===== src/rtl/node_port_if.sv =====
// Node-core and router-link signals of node_port, bundled for port connection.
// The slave modport is the node_port view; master is the environment driving it.
interface node_port_if #(
   parameter int TX_DEPTH = 4
);
   logic [31:0]               tx_data;
   logic                      tx_valid;
   logic                      tx_ready;
   logic [$clog2(TX_DEPTH):0] tx_count;
   logic                      router_free;
   logic                      node_put;
   logic [7:0]                node_payload;
   logic                      router_put;
   logic [7:0]                router_payload;
   logic                      node_free;
   logic [31:0]               rx_data;
   logic                      rx_valid;
   logic                      rx_ready;
   logic                      rx_err;

   modport master (
      output tx_data, tx_valid, router_free, router_put, router_payload, rx_ready,
      input  tx_ready, tx_count, node_put, node_payload, node_free, rx_data, rx_valid, rx_err
   );

   modport slave (
      input  tx_data, tx_valid, router_free, router_put, router_payload, rx_ready,
      output tx_ready, tx_count, node_put, node_payload, node_free, rx_data, rx_valid, rx_err
   );
endinterface


===== src/rtl/node_port.sv =====
// Node-side endpoint of the router byte link: TX FIFO + 4-byte serialiser,
// RX 4-byte deserialiser with a single holding register and valid/ready hand-off.
module node_port #(
   parameter int TX_DEPTH = 4
) (
   input logic        clock,
   input logic        reset,
   node_port_if.slave bus
);
   localparam int AW = $clog2(TX_DEPTH);
   localparam int CW = AW + 1;

   typedef enum logic {T_IDLE, T_SEND} tx_state_t;
   typedef enum logic {R_IDLE, R_RECV} rx_state_t;

   // ---------------- TX FIFO ----------------
   logic [31:0]   mem [TX_DEPTH];
   logic [AW-1:0] wr_ptr, rd_ptr;
   logic [CW-1:0] count;
   logic          push, pop;

   assign bus.tx_ready = (count < CW'(TX_DEPTH));
   assign bus.tx_count = count;
   assign push         = bus.tx_valid && bus.tx_ready;

   // NOTE: storage has no reset; emptiness is tracked by count alone.
   always_ff @(posedge clock) begin
      if (push) mem[wr_ptr] <= bus.tx_data;
   end

   // NOTE: sequential state uses non-blocking assignments so every register samples pre-edge values.
   always_ff @(posedge clock) begin
      if (reset) begin
         wr_ptr <= '0;
         rd_ptr <= '0;
         count  <= '0;
      end else begin
         if (push) wr_ptr <= wr_ptr + AW'(1);
         if (pop)  rd_ptr <= rd_ptr + AW'(1);
         count <= count + CW'(push) - CW'(pop);
      end
   end

   // ---------------- TX serialiser ----------------
   tx_state_t   tx_state, tx_next;
   logic [1:0]  tx_idx;
   logic [31:0] tx_shift;
   logic        put_q;
   logic [7:0]  payload_q;

   // NOTE: every comb output gets a default first so no latch is inferred.
   always_comb begin
      tx_next = tx_state;
      pop     = 1'b0;
      case (tx_state)
         T_IDLE: if (count != '0 && bus.router_free) begin
            tx_next = T_SEND;
            pop     = 1'b1;
         end
         T_SEND: if (tx_idx == 2'd3) tx_next = T_IDLE;
         default: tx_next = T_IDLE;
      endcase
   end

   always_ff @(posedge clock) begin
      if (reset) tx_state <= T_IDLE;
      else       tx_state <= tx_next;
   end

   // tx_idx counts bytes already on the line; the 4th byte ends the burst.
   always_ff @(posedge clock) begin
      if (reset) begin
         tx_idx    <= '0;
         tx_shift  <= '0;
         put_q     <= 1'b0;
         payload_q <= '0;
      end else if (pop) begin
         tx_idx    <= '0;
         put_q     <= 1'b1;
         payload_q <= mem[rd_ptr][31:24];
         tx_shift  <= {mem[rd_ptr][23:0], 8'h00};
      end else if (tx_state == T_SEND) begin
         if (tx_idx == 2'd3) begin
            put_q     <= 1'b0;
            payload_q <= '0;
         end else begin
            tx_idx    <= tx_idx + 2'd1;
            payload_q <= tx_shift[31:24];
            tx_shift  <= {tx_shift[23:0], 8'h00};
         end
      end
   end

   assign bus.node_put     = put_q;
   assign bus.node_payload = payload_q;

   // ---------------- RX deserialiser ----------------
   rx_state_t   rx_state, rx_next;
   logic [1:0]  rx_idx;
   logic [23:0] rx_acc;
   logic        hold_valid;
   logic [31:0] hold;
   logic        start, load, err;

   assign bus.node_free = (rx_state == R_IDLE) && !hold_valid;

   always_comb begin
      rx_next = rx_state;
      start   = 1'b0;
      load    = 1'b0;
      err     = 1'b0;
      case (rx_state)
         R_IDLE: if (bus.router_put) begin
            if (hold_valid) begin
               err = 1'b1;
            end else begin
               start   = 1'b1;
               rx_next = R_RECV;
            end
         end
         R_RECV: if (!bus.router_put) begin
            err     = 1'b1;
            rx_next = R_IDLE;
         end else if (rx_idx == 2'd2) begin
            load    = 1'b1;
            rx_next = R_IDLE;
         end
         default: rx_next = R_IDLE;
      endcase
   end

   always_ff @(posedge clock) begin
      if (reset) rx_state <= R_IDLE;
      else       rx_state <= rx_next;
   end

   always_ff @(posedge clock) begin
      if (reset) begin
         rx_idx     <= '0;
         rx_acc     <= '0;
         hold_valid <= 1'b0;
         hold       <= '0;
      end else begin
         if (start) begin
            rx_idx <= '0;
            rx_acc <= {16'h0000, bus.router_payload};
         end else if (rx_state == R_RECV && bus.router_put && !load) begin
            rx_idx <= rx_idx + 2'd1;
            rx_acc <= {rx_acc[15:0], bus.router_payload};
         end
         if (load) begin
            hold       <= {rx_acc, bus.router_payload};
            hold_valid <= 1'b1;
         end else if (hold_valid && bus.rx_ready) begin
            hold_valid <= 1'b0;
         end
      end
   end

   assign bus.rx_data  = hold;
   assign bus.rx_valid = hold_valid;
   // An abort by reset is silent, even mid-burst.
   assign bus.rx_err   = err && !reset;
endmodule


===== src/flat_wrapper.sv =====
// flat-port wrapper written by rule: the top's interface ports become plain ports
module node_port_flat 
#(
   parameter int TX_DEPTH = 4
)
  (clock, reset, bus_tx_data, bus_tx_valid, bus_router_free, bus_router_put, bus_router_payload, bus_rx_ready, bus_tx_ready, bus_tx_count, bus_node_put, bus_node_payload, bus_node_free, bus_rx_data, bus_rx_valid, bus_rx_err);
  node_port_if #(.TX_DEPTH(TX_DEPTH)) bus_i ();
  input logic clock;
  input logic reset;
  input wire logic [$bits(bus_i.tx_data)-1:0] bus_tx_data;
  input wire logic [$bits(bus_i.tx_valid)-1:0] bus_tx_valid;
  input wire logic [$bits(bus_i.router_free)-1:0] bus_router_free;
  input wire logic [$bits(bus_i.router_put)-1:0] bus_router_put;
  input wire logic [$bits(bus_i.router_payload)-1:0] bus_router_payload;
  input wire logic [$bits(bus_i.rx_ready)-1:0] bus_rx_ready;
  output wire logic [$bits(bus_i.tx_ready)-1:0] bus_tx_ready;
  output wire logic [$bits(bus_i.tx_count)-1:0] bus_tx_count;
  output wire logic [$bits(bus_i.node_put)-1:0] bus_node_put;
  output wire logic [$bits(bus_i.node_payload)-1:0] bus_node_payload;
  output wire logic [$bits(bus_i.node_free)-1:0] bus_node_free;
  output wire logic [$bits(bus_i.rx_data)-1:0] bus_rx_data;
  output wire logic [$bits(bus_i.rx_valid)-1:0] bus_rx_valid;
  output wire logic [$bits(bus_i.rx_err)-1:0] bus_rx_err;
  assign bus_i.tx_data = bus_tx_data;
  assign bus_i.tx_valid = bus_tx_valid;
  assign bus_i.router_free = bus_router_free;
  assign bus_i.router_put = bus_router_put;
  assign bus_i.router_payload = bus_router_payload;
  assign bus_i.rx_ready = bus_rx_ready;
  assign bus_tx_ready = bus_i.tx_ready;
  assign bus_tx_count = bus_i.tx_count;
  assign bus_node_put = bus_i.node_put;
  assign bus_node_payload = bus_i.node_payload;
  assign bus_node_free = bus_i.node_free;
  assign bus_rx_data = bus_i.rx_data;
  assign bus_rx_valid = bus_i.rx_valid;
  assign bus_rx_err = bus_i.rx_err;
  node_port #(.TX_DEPTH(TX_DEPTH)) u_core (.clock(clock), .reset(reset), .bus(bus_i));
endmodule

===== config.mk =====
export PLATFORM = sky130hd
export DESIGN_NAME = node_port_flat
export DESIGN_NICKNAME = d
export VERILOG_FILES = /design/src/rtl/node_port_if.sv /design/src/rtl/node_port.sv /design/src/flat_wrapper.sv
export SDC_FILE = /design/constraint.sdc
export NUM_CORES = 1
export LEC_CHECK = 0
export CAP_MARGIN = 25
export CORE_ASPECT_RATIO = 1.4
export CORE_MARGIN = 1
export CORE_UTILIZATION = 27
export CTS_CLUSTER_SIZE = 10
export DETAILED_ROUTE_END_ITERATION = 6
export PLACE_DENSITY_LB_ADDON = 0.3
export SYNTH_ARGS = -nofsm -noshare
export SYNTH_HDL_FRONTEND = slang
export SYNTH_SLANG_ARGS = --single-unit

===== constraint.sdc =====
create_clock -name clock -period 3.4 [get_ports clock]
set_input_delay 0.51 -clock clock [delete_from_list [all_inputs] [get_ports clock]]
set_output_delay 0.51 -clock clock [all_outputs]
set_load 0.01 [all_outputs]

Yosys cells after proc, flatten, opt, wreduce, memory -nomap -nowiden
Memories as Yosys holds them, arrays and structs flattened. A register that Yosys moved wholly into a read port is not among the register bits.
Index checks and enable logic that the tools add are counted.
{"block": "totals", "reg_bits": 103, "latch_bits": 0, "mem_bits_rw": 128, "rom_bits": 0, "in_bits": 46, "output_inout_bits": 48, "n_memories": 1}
{"name": "u_core.mem", "words": 4, "word_bits": 32, "rd": 1, "rd_clocked_by_memory_dff": 1, "wr": 1, "line_no": "node_port.sv:17", "rtl": "logic [31:0] mem [TX_DEPTH];"}
{"block": "classes", "n_addsub": 6, "multipliers": 0, "div": 0, "order_cmp": 1, "eq_ne": 3, "n_shift": 0, "mux": 34, "bitwise": 3, "n_reduce_logical": 20}
{"cell": "32-bit two-way mux", "n": 3}
{"cell": "8-bit two-way mux", "n": 5}
{"cell": "1-bit two-way mux", "n": 21}
{"cell": "2-bit by 1-bit adder with 2-bit output, second input constant", "n": 4}
{"cell": "2-bit nonzero test", "n": 4}
{"cell": "1-bit logical AND", "n": 7}
{"cell": "1-bit one-hot mux with 2 select lines", "n": 3}
{"cell": "2-bit AND reduction", "n": 3}
{"cell": "2-bit equality test, second input constant", "n": 2}
{"cell": "2-bit two-way mux", "n": 2}
{"cell": "2-bit OR reduction", "n": 2}
{"cell": "3-bit by 1-bit adder with 3-bit output", "n": 1}
{"cell": "1-bit logical NOT", "n": 3}
{"cell": "3-bit < comparator, second input constant", "n": 1}
{"cell": "1-bit inverter", "n": 3}
{"cell": "3-bit nonzero test", "n": 1}
{"cell": "3-bit by 1-bit subtractor with 3-bit output", "n": 1}
{"cell": "2-bit by 1-bit != test with 1-bit output, second input constant", "n": 1}

Depth between registers and ports, before layout
Gate-level depths: netlist of run 1.
{"block": "depth", "word_depth": 8, "depth_mapped": 12, "ltp_nobuf": 11}

Worst setup path before layout of run 1
OpenSTA, ideal clock, no wires.
{"block": "synth_timing", "path_type": "in2reg", "from": "input port bus_router_free", "to": "register u_core.count[2], in the netlist u_core.bus.tx_count[2]", "t_arrival_ns": 2.440, "required_time_ns": 3.272, "setup_slack_ns": 0.832, "path_stages": 12, "path_cell_list": "nor2b_1 > nand2_1 > inv_1 > clkbuf_1 > ha_1 > inv_1 > ha_1 > inv_1 > fa_1 > xnor2_1 > xnor2_1 > nor2_1"}
{"block": "synth_via", "elab_chain_cells": 4}
{"element": "start, declared", "line_no": "flat_wrapper.sv:12", "rtl": "input wire logic [$bits(bus_i.router_free)-1:0] bus_router_free;"}
{"element": "1-bit logical AND", "line_no": "node_port.sv:56", "rtl": "T_IDLE: if (count != '0 && bus.router_free) begin"}
{"element": "1-bit two-way mux", "line_no": "node_port.sv:56"}
{"element": "1-bit two-way mux", "line_no": "node_port.sv:55", "rtl": "case (tx_state)"}
{"element": "net u_core.pop", "line_no": "node_port.sv:20", "rtl": "logic push, pop;"}
{"element": "3-bit by 1-bit subtractor with 3-bit output", "line_no": "node_port.sv:40", "rtl": "count <= count + CW'(push) - CW'(pop);"}
{"element": "end signal, assigned", "line_no": "node_port.sv:40"}
{"element": "end, declared", "line_no": "node_port.sv:19", "rtl": "logic [CW-1:0] count;"}
The timed path passes the listed nets, and every way through them passes these cells.
A chain may end at the register's enable or synchronous reset.

Final worst setup path of run 1
{"block": "layout_timing", "from": "input port bus_router_put", "to": "output port bus_rx_err"}
{"block": "layout_via", "elab_chain_cells": 3, "elab_cells_between_ends": 4}
{"element": "start, declared", "line_no": "flat_wrapper.sv:13", "rtl": "input wire logic [$bits(bus_i.router_put)-1:0] bus_router_put;"}
{"element": "1-bit two-way mux, on equally long branches", "line_no": "node_port.sv:121, node_port.sv:113"}
{"element": "1-bit one-hot mux with 2 select lines (*)", "line_no": "node_port.sv:112", "rtl": "case (rx_state)"}
{"element": "1-bit logical AND (*)", "line_no": "node_port.sv:163", "rtl": "assign bus.rx_err = err && !reset;"}
{"element": "end, declared", "line_no": "flat_wrapper.sv:23", "rtl": "output wire logic [$bits(bus_i.rx_err)-1:0] bus_rx_err;"}
Mark *: on every way between the ends. The rest lies on a longest branch, timed or not.

==> metrics.txt, run 1 <==
outcome completed; Die Width 154 um; DRT Pass-1 Iters 4; initial antenna violation count 0; pre-CTS WS 0.530 ns; Mapped Nets ~670; clock latency on the worst-skew pair 0.53 ns; Clk pin slew, worst setup/hold paths 0.05 ns; height of the chip 214 um; Layout area overhead 24.2%; fin. max-slew vios 0; clock skew 0.0126 ns; Starting Density 27.5%; Syn. warnings 0; top cells by area, synth edfxtp_1 (44%), dfxtp_1 (24%), mux4_2 (6.2%), nand2_1 (4.3%), a21oi_1 (3.7%); async set or reset register ratio after synthesis 0%; Crit path depth 5; Max Clk Rate 0.387 GHz; final period utilization 76.0%; Slowest cell on crit path clkdlybuf4s50_1; worst reg2reg setup slack around 1.1 ns; # port buffers 93; fill count approximately 3100; Core Util, Final 34.2%; setup bufs post-CTS 0; vias 5159; GR Util All Layers 12.2%; overall die area approximately 33000 sq um; CP Capture Type primary output; initial DRC count 335; Leakage Power between 3 and 4 nW; CP max FO 10; post-CTS sizing 0; Placed Cells 1078; Routed WL per cell 17.8 um; Max-cap violations 0; RSZ-0062 raised after global routing false; ys flop type edfxtp_1; CP startpoint kind input port; row count 77; slowest stage delay, CP 0.54 ns; Post-Layout Cell Count 1124; CTS tree yes; Synth top cells by count edfxtp_1 (128), dfxtp_1 (105), nand2_1 (99), a21oi_1 (64), and3_1 (25); H-tree depth 1; Mapped Cells 614; total power 7.23 mW; worst-path cell chain clkdlybuf4s50_1, inv_1, a21oi_1, nor2_1, clkdlybuf4s50_1; M3 GR Usage 1.84%; Nets 767; hold_buf cts 0; #FFs+latches synth about 230; slew margin rel. 33.0%; first-pass GRT wire length 31000 um; Remaining Overflow, GRT 0; WP data arrival around 2.1 ns; setup TNS 0 ns; post-synth top area cell edfxtp_1; most used standard cell by instance count after synthesis edfxtp_1; worst r2r src u_core.bus.tx_count[2]; dpl hpwl 12700 um; setup slack after layout 0.818 ns; met1 global-route usage 14.4%; WP buf/inv 3; Peak VDD IR 397 uV; vias per inst approximately 4.6; pin count of the biggest net entering global routing 38; routing usage on met2 22.5%; WP data required 2.89 ns; Hold Vio Cnt, Final 0; pwr dens 670 nW/um^2; top-area cell type share of the netlist area between 40% and 50%; RePlAce Congestion between 0.7 and 0.8; Most common cell on crit path clkdlybuf4s50_1; min Tclk post-route 2.58 ns; Post-synth EDFFs 128; worst hold path class in -> reg; Ant. Diodes 0; sequential fraction of the synthesis area 68.4%; reg2reg end u_core.bus.tx_count[2]; Worst Reg-to-Reg Cells 11; mean area per synthesized cell 14.2 sq um; vias in the first global route 5364; final WL 20000 um; Setup Viol. Count Final 0; clk buf depth 3; CTS sink cnt ~230; Root Driver clkbuf_16; CP Class in -> out; slew of the pin with the lowest slew margin approximately 1.0 ns; Worst path top cell family by delay buffers and inverters; gr busiest metal met2; core area between 30000 and 40000 sq um; Min-Delay Endpoint u_core.bus.rx_valid; Detail Route Antenna Nets 0; Hold Path Stages 2; I/O pin cnt 94; Syn Std Cell Area 8690 sq um; Remaining DRCs 0; fraction of layout cells with a size suffix above 1 between 10% and 20%; Netlist cell types about 40; number of CTS-inserted buffers 27; HP Start reset
## logic make-up (layout without fill, tap and decap cells)
kind of cell | after synthesis | after routing | share of synthesized area, %
flip-flops | 233 | 233 | 68.4
AND/OR/NAND/NOR | 173 | 173 | 9.42
AO/OA/AOI/OAI | 111 | 111 | 8.45
buffers and inverters | 48 | 163 | 2.81
multiplexers | 36 | 36 | 9.11
adder cells (fa/ha/maj) | 9 | 9 | 1.38
XOR/XNOR | 4 | 4 | 0.403
## final cells by class
cell class	instances	area (sq um)	share of cell area (%)
Tap cell	395	494	4.58
Clock inverter	1	8.76	0.0811
Sequential cell	233	5950	55.1
Inverter	10	37.5	0.348
Timing Repair Buffer	107	1030	9.55
Clock buffer	45	773	7.16
Multi-Input combinational cell	333	2500	23.2
## how the worst max path moves through the flow
stage | startpoint | to | slack [ns]
finish | bus_router_put | bus_rx_err | 0.82
global route | bus_router_put | bus_rx_err | 0.73
CTS | bus_router_put | bus_rx_err | 0.83
detailed placement | bus_router_free | u_core.bus.tx_count[2] | 0.53
global placement | bus_router_free | u_core.bus.tx_count[2] | 0.56
floorplan | bus_router_free | u_core.bus.tx_count[2] | 0.83
## state kept, by name (all words and copies together) (netlist names), named ones only
| register | cells |
|---|---|
| u_core.bus.node_payload | 8 |
| u_core.bus.node_put | 1 |
| u_core.bus.rx_data | 32 |
| u_core.bus.rx_valid | 1 |
| u_core.bus.tx_count | 3 |
| u_core.mem | 128 |
| u_core.rd_ptr | 2 |
| u_core.rx_acc | 24 |
| u_core.rx_idx | 2 |
| u_core.rx_state | 1 |
| u_core.tx_idx | 2 |
| u_core.tx_shift | 24 |
| u_core.tx_state | 1 |
| u_core.wr_ptr | 2 |
## metal layers
metal | vias up | wire, um
li1 | 2501 | -
met1 | 2522 | 8370
met2 | 100 | 10600
met3 | 36 | 581
met4 | 0 | 495
met5 | - | 0
## power by group
group          switching, mW  internal (mW)
registers              0.185           3.29
logic                  0.590          0.555
clock network           1.08           1.53
## per-stage QoR
| step | hold slack (ns) | cell area (sq um) |
|---|---|---|
| 2_1_floorplan | 0.432 | 8690 |
| 3_3_place_gp | 0.442 | 10000 |
| 3_5_place_dp | 0.446 | 10000 |
| 4_1_cts | 0.379 | 10800 |
| 5_1_grt | 0.390 | 10800 |
| 6_report | 0.404 | 10800 |
## cells in the final DEF, fill, tap and decap left out, types with 2 or more instances in the layout
| cell | netlist | final |
|---|---|---|
| clkbuf_16 | 0 | 27 |
| mux2i_1 | 3 | 3 |
| and3_1 | 25 | 25 |
| clkbuf_8 | 0 | 3 |
| mux4_2 | 24 | 24 |
| dfxtp_1 | 105 | 103 |
| nand2_1 | 99 | 99 |
| ha_1 | 8 | 8 |
| dfxtp_2 | 0 | 2 |
| inv_1 | 10 | 10 |
| nor3_1 | 5 | 5 |
| nor2_1 | 8 | 8 |
| nor2b_1 | 3 | 3 |
| clkdlybuf4s50_1 | 0 | 92 |
| and2_1 | 4 | 4 |
| o21ai_0 | 9 | 9 |
| a21oi_1 | 64 | 64 |
| buf_4 | 0 | 14 |
| xnor2_1 | 4 | 4 |
| clkbuf_1 | 20 | 15 |
| and3b_1 | 2 | 2 |
| nand2b_1 | 3 | 3 |
| nand3b_1 | 9 | 9 |
| mux4_1 | 8 | 8 |
| o2bb2ai_1 | 8 | 8 |
| nand3_1 | 10 | 10 |
| edfxtp_1 | 128 | 128 |
| a221o_1 | 24 | 24 |
Power figures use the tool's default switching activity.
==> run 2, diff against run 1 <==
==> constraint.sdc (replaced) <==
create_clock -name clock -period 2.2 [get_ports clock]
set_input_delay 0.33 -clock clock [delete_from_list [all_inputs] [get_ports clock]]
set_output_delay 0.33 -clock clock [all_outputs]
set_load 0.01 [all_outputs]
==> run 2 against run 1 <==
- flip-flop and latch count unchanged
- non-clock buffer count up 23
- global-route usage down 0.11 points
- worst setup slack worse by 0.71 ns
- combinational power up 82%
- count of clock-buffer cells in the layout up 1
- register-to-register slack worse by 0.97 ns
- worst hold slack worse by 0.15 ns
==> metrics.txt, run 2 (same netlist as run 1, synthesis figures left out) <==
outcome completed (unchanged); setup slack after layout 0.109 ns (was 0.818 ns); vias per inst 4.59 (about the same); Slowest cell on crit path clkdlybuf4s50_1 (unchanged); fill count 3141 (was 3128); Logic pwr share 18.3% (was 15.8%); core area 31600 sq um (unchanged); CP max FO 9 (was 10); Max Clk Rate 0.478 GHz; FF/Latch Area 5960 sq um (was 5950 sq um); min Tclk post-route 2.09 ns; vias in the first global route 5246 (was 5364); initial antenna violation count 0 (unchanged); first-pass GRT wire length 30900 um (was 31000 um); row count 77 (unchanged); # port buffers 93 (unchanged); pre-CTS WS -0.198 ns (was 0.530 ns); RePlAce Congestion 0.705 (was 0.723); Peak VDD IR 726 uV (was 397 uV); CP Capture Type primary output (unchanged); dpl hpwl 12900 um (was 12700 um); Die Width 154 um (unchanged); share of total power in sequential cells 46.9% (was 48.1%); final WL 19800 um (was 20000 um); Post-Layout Inst Area 11100 sq um (was 10800 sq um); Multi-input gate area 2540 sq um (was 2500 sq um); Detail Route Antenna Nets 0 (unchanged); pin count of the biggest net entering global routing 34 (was 38); Worst path top cell family by delay buffers and inverters (unchanged); Starting Density 27.5% (unchanged); WP data required 1.87 ns (was 2.89 ns); Setup Viol. Count Final 0 (unchanged); Remaining DRCs 0 (unchanged); commonest non-fill, non-tap cell in the layout edfxtp_1 (unchanged); commonest non-fill, non-tap cells in the layout edfxtp_1 (128), dfxtp_1 (99), nand2_1 (98), clkdlybuf4s50_1 (92), a21oi_1 (64) (was edfxtp_1 (128), dfxtp_1 (103), nand2_1 (99), clkdlybuf4s50_1 (92), a21oi_1 (64)); initial DRC count 234 (was 335); H-tree depth 1 (unchanged); Routed WL per cell 17.2 um (was 17.8 um); Layout area overhead 27.9% (was 24.2%); Clk pin slew, worst setup/hold paths 0.05 ns (about the same); sw frac 25.3% (was 25.7%); clock skew 0.00873 ns (was 0.0126 ns); worst hold path class in -> reg (unchanged); Placed Cells 1101 (was 1078); worst-path cell chain and3b_1, a21oi_1, nor2_1, clkdlybuf4s50_1 (was clkdlybuf4s50_1, inv_1, a21oi_1, nor2_1, clkdlybuf4s50_1); CP startpoint kind flip-flop (was input port); pwr dens 1020 nW/um^2 (was 670 nW/um^2); number of CTS-inserted buffers 27 (unchanged); fraction of layout cells with a size suffix above 1 14.5% (was 10.4%); Post-Layout Cell Count 1147 (was 1124); RSZ-0062 raised after global routing false (unchanged); clock latency on the worst-skew pair 0.51 ns (was 0.53 ns); Hold Vio Cnt, Final 0 (unchanged); slowest stage delay, CP 0.54 ns (about the same); Ant. Diodes 0 (unchanged); Max-cap violations 0 (unchanged); slew margin rel. 46.5% (was 33.0%); fin. max-slew vios 0 (unchanged); WP data arrival 1.76 ns (was 2.07 ns); height of the chip 214 um (unchanged); max FFs per register 128 (unchanged); final hold slack 0.251 ns (was 0.404 ns); Nets 790 (was 767); Remaining Overflow, GRT 0 (unchanged); slew of the pin with the lowest slew margin 0.801 ns (was 1.00 ns); Core Util, Final 35.2% (was 34.2%); CTS sink cnt 233 (unchanged); I/O pin cnt 94 (unchanged); Net Sw Power 2.87 mW (was 1.86 mW); Post-DP Area 10300 sq um (was 10000 sq um); Leakage Power 3.74 nW (was 3.60 nW); setup bufs post-CTS 0 (unchanged); WP buf/inv 1 (was 3); overall die area 32900 sq um (unchanged); hold_buf cts 0 (unchanged); CTS tree yes (unchanged); Top reg by flops u_core.mem (unchanged); clk buf depth 3 (unchanged); final period utilization 95.0%; CP Class reg -> out (was in -> out); GR Util All Layers 12.1% (was 12.2%); Root Driver clkbuf_16 (unchanged); Internal Pwr Total 8.49 mW (was 5.37 mW); Clock power frac 34.8% (was 36.1%); DRT Pass-1 Iters 4 (unchanged); vias 5261 (was 5159)
## run 2: changes by cell type in the layout (fill, tap and decap cells not counted), moves of 3 or more
| cell | delta |
|---|---|
| inv_2 | +3 |
| buf_12 | +9 |
| dfxtp_1 | -4 |
| clkbuf_1 | +3 |
| clkbuf_8 | -3 |
| inv_1 | -3 |
| buf_4 | +14 |
## run 2: area by class of cell
class / count / share of cell area (%)
inverter: 10 / 0.338
timing repair buffer: 130 / 11.8
tap: 395 / 4.45
sequential: 233 / 53.6
clock buffer: 46 / 6.91
multi-input combinational: 333 / 22.9
## run 2: worst paths after layout
check                          from                     end  slack (ns)  cells past startpoint
max                 u_core.rx_state              bus_rx_err        0.11                      4
min                           reset        u_core.wr_ptr[1]        0.25                      2
max reg2reg  u_core.bus.tx_count[1]  u_core.bus.tx_count[2]        0.11                     11
min reg2reg       u_core.rx_acc[17]  u_core.bus.rx_data[25]        0.45                      2
## run 2: repair_timing
action	in CTS	in global routing
gates resized for setup	1	2
pin swaps	0	1
setup endpoints to repair	1	2
## run 2: through the flow
step                power, mW  TNS [ns]
finish                   11.4         0
global route             11.9         0
CTS                      11.5         0
detailed placement       7.56    -0.241
global placement         7.53    -0.226
floorplan                6.68   -0.0394
## run 2: power groups by stage
stage / Clock [mW] / Combinational [mW] / Sequential, mW
2_1_floorplan: 0 / 1.32 / 5.36
3_3_place_gp: 0 / 2.11 / 5.42
3_5_place_dp: 0 / 2.13 / 5.43
4_1_cts: 4.06 / 2.14 / 5.34
5_1_grt: 4.26 / 2.27 / 5.38
6_report: 3.95 / 2.08 / 5.33
## run 2: metal layers
layer | part of all wire, % | track usage [%]
met4 | 2.0 | 3.27
met2 | 52 | 21.9
met1 | 42 | 14.7
met5 | 0 | 0
met3 | 4.2 | 1.98
==> run 3, diff against run 2 <==
--- a/config.mk
+++ b/config.mk
@@ -11,7 +11,9 @@
 export CORE_UTILIZATION = 27
 export CTS_CLUSTER_SIZE = 10
 export DETAILED_ROUTE_END_ITERATION = 6
+export HOLD_SLACK_MARGIN = 0.1
 export PLACE_DENSITY_LB_ADDON = 0.3
+export SETUP_SLACK_MARGIN = 0.3
 export SYNTH_ARGS = -nofsm -noshare
 export SYNTH_HDL_FRONTEND = slang
 export SYNTH_SLANG_ARGS = --single-unit
==> run 3 against run 2 <==
- clock power rose by 6.8%
- sequential share of layout area shrank 0.68 points
- via count increased by 1.1%
- maximum frequency increased by 3.2%
- worst hold slack worse by 0.082 ns
- combinational power increased by 4%
- sequential power barely moved
- global-route usage is essentially flat
==> metrics.txt, run 3 (same netlist as run 1, synthesis figures left out) <==
Hold Vio Cnt, Final 0 (unchanged); I/O pin cnt 94 (unchanged); # port buffers 93 (unchanged); core area 31600 sq um (unchanged); commonest non-fill, non-tap cell in the layout edfxtp_1 (unchanged); worst-path cell chain or3_4, nand2_4, inv_4, ha_4, inv_2, ha_4, inv_2, fa_2, xnor2_2, xnor2_1, nor2_1 (was and3b_1, a21oi_1, nor2_1, clkdlybuf4s50_1); fill count 3061 (was 3141); Clk pin slew, worst setup/hold paths 0.06 ns (was 0.05 ns); pre-CTS WS -0.206 ns (was -0.198 ns); dpl hpwl 12800 um (was 12900 um); Worst path top cell family by delay adder cells (was buffers and inverters); Max Clk Rate 0.494 GHz (was 0.478 GHz); Setup Viol. Count Final 0 (unchanged); Routed WL per cell 17.0 um (was 17.2 um); clock latency on the worst-skew pair 0.52 ns (was 0.51 ns); pin count of the biggest net entering global routing 34 (unchanged); slowest stage delay, CP 0.39 ns (was 0.54 ns); first-pass GRT wire length 31300 um (was 30900 um); initial DRC count 296 (was 234); Leakage Power 3.84 nW (was 3.74 nW); row count 77 (unchanged); clk buf depth 3 (unchanged); WP data required 2.59 ns (was 1.87 ns); CP Class reg -> reg (was reg -> out); commonest non-fill, non-tap cells in the layout edfxtp_1 (128), dfxtp_1 (99), nand2_1 (98), clkdlybuf4s50_1 (87), a21oi_1 (63) (was edfxtp_1 (128), dfxtp_1 (99), nand2_1 (98), clkdlybuf4s50_1 (92), a21oi_1 (64)); CTS sink cnt 233 (unchanged); height of the chip 214 um (unchanged); GR Util All Layers 12.1% (about the same); outcome completed (unchanged); Max-cap violations 0 (unchanged); Remaining Overflow, GRT 0 (unchanged); H-tree depth 1 (unchanged); FF/Latch Area 5960 sq um (unchanged); CP startpoint kind flip-flop (unchanged); RePlAce Congestion 0.740 (was 0.705); pwr dens 1040 nW/um^2 (was 1020 nW/um^2); Starting Density 27.5% (unchanged); vias 5318 (was 5261); number of CTS-inserted buffers 28 (was 27); Layout area overhead 29.6% (was 27.9%); min Tclk post-route 2.03 ns (was 2.09 ns); final period utilization 92.1% (was 95.0%); Peak VDD IR 608 uV (was 726 uV); vias in the first global route 5480 (was 5246); RSZ-0062 raised after global routing true (was false); CP max FO 2 (was 9); Remaining DRCs 0 (unchanged); WP buf/inv 3 (was 1); Root Driver clkbuf_16 (unchanged); Die Width 154 um (unchanged); Slowest cell on crit path or3_4 (was clkdlybuf4s50_1); DRT Pass-1 Iters 4 (unchanged); Top reg by flops u_core.mem (unchanged); Detail Route Antenna Nets 0 (unchanged); slew margin rel. 31.1% (was 46.5%); CP Capture Type flip-flop (was primary output); Post-Layout Cell Count 1153 (was 1147); setup slack after layout 0.175 ns (was 0.109 ns); Core Util, Final 35.6% (was 35.2%); initial antenna violation count 0 (unchanged); final hold slack 0.169 ns (was 0.251 ns); clock skew 0.00631 ns (was 0.00873 ns); Ant. Diodes 0 (unchanged); CTS tree yes (unchanged); Nets 795 (was 790); worst hold path class in -> reg (unchanged); max FFs per register 128 (unchanged); fraction of layout cells with a size suffix above 1 16.2% (was 14.5%); WP data arrival 2.42 ns (was 1.76 ns); final WL 19600 um (was 19800 um); vias per inst 4.61 (was 4.59); slew of the pin with the lowest slew margin 1.03 ns (was 0.801 ns); overall die area 32900 sq um (unchanged); Multi-input gate area 2560 sq um (was 2540 sq um); fin. max-slew vios 0 (unchanged); Placed Cells 1099 (was 1101)
## run 3: cell types whose count changed in the layout (fill, tap and decap cells not counted), moves of 2 or more
cell	previous run	this run
clkdlybuf4s50_1	92	87
and2_1	4	0
and2_2	0	4
buf_4	28	31
clkbuf_1	18	15
clkbuf_16	28	31
dlygate4sd2_1	0	3
dlymetal6s2s_1	0	2
## run 3: final timing paths
check / startpoint / endpoint / slack (ns) / cells after the start
setup / recovery: u_core.bus.tx_count[1] / u_core.bus.tx_count[2] / 0.17 / 11
hold / removal: reset / u_core.wr_ptr[0] / 0.17 / 2
setup reg to reg: u_core.bus.tx_count[1] / u_core.bus.tx_count[2] / 0.17 / 11
hold reg to reg: u_core.bus.rx_data[3] / u_core.bus.rx_data[3] / 0.45 / 2
## run 3: layout make-up
class / count / share of cell area, %
Sequential cell: 233 / 52.9
Clock inverter: 1 / 0.0444
Timing Repair Buffer: 134 / 12.1
Clock buffer: 47 / 7.51
Multi-Input combinational cell: 333 / 22.7
Inverter: 10 / 0.356
Tap cell: 395 / 4.39
## run 3: per-stage QoR
stage          area (sq um)  total power [mW]  setup TNS, ns
5_1_grt               11300              12.2              0
2_1_floorplan          8750              6.68        -0.0394
3_3_place_gp          10300              7.54         -0.227
6_report              11300              11.7              0
3_5_place_dp          10300              7.56         -0.261
4_1_cts               11200              11.9              0
## run 3: power breakdown
part	internal, mW	switching, mW	total [mW]
logic	1.10	1.07	2.17
clock network	2.58	1.64	4.22
registers	5.09	0.217	5.31
total	8.77	2.92	11.7
## run 3: routing by layer
| metal | share of wire, % | track usage (%) | up-vias | wire [um] |
|---|---|---|---|---|
| met5 | 0 | 0 | - | 0 |
| met4 | 3.0 | 4.20 | 0 | 582 |
| met3 | 4.3 | 1.86 | 35 | 842 |
| met2 | 52 | 21.9 | 134 | 10200 |
| met1 | 41 | 14.4 | 2594 | 7940 |
| li1 | - | - | 2555 | - |
## run 3: repair_timing
action / in CTS / in global routing
hold endpoints to repair: 0 / 0
setup endpoints to repair: 6 / 29
gates resized for setup: 6 / 5
cloned: 0 / 0
pin swaps: 5 / 1
hold buffers: 0 / 0
buffers inserted: 1 / 5
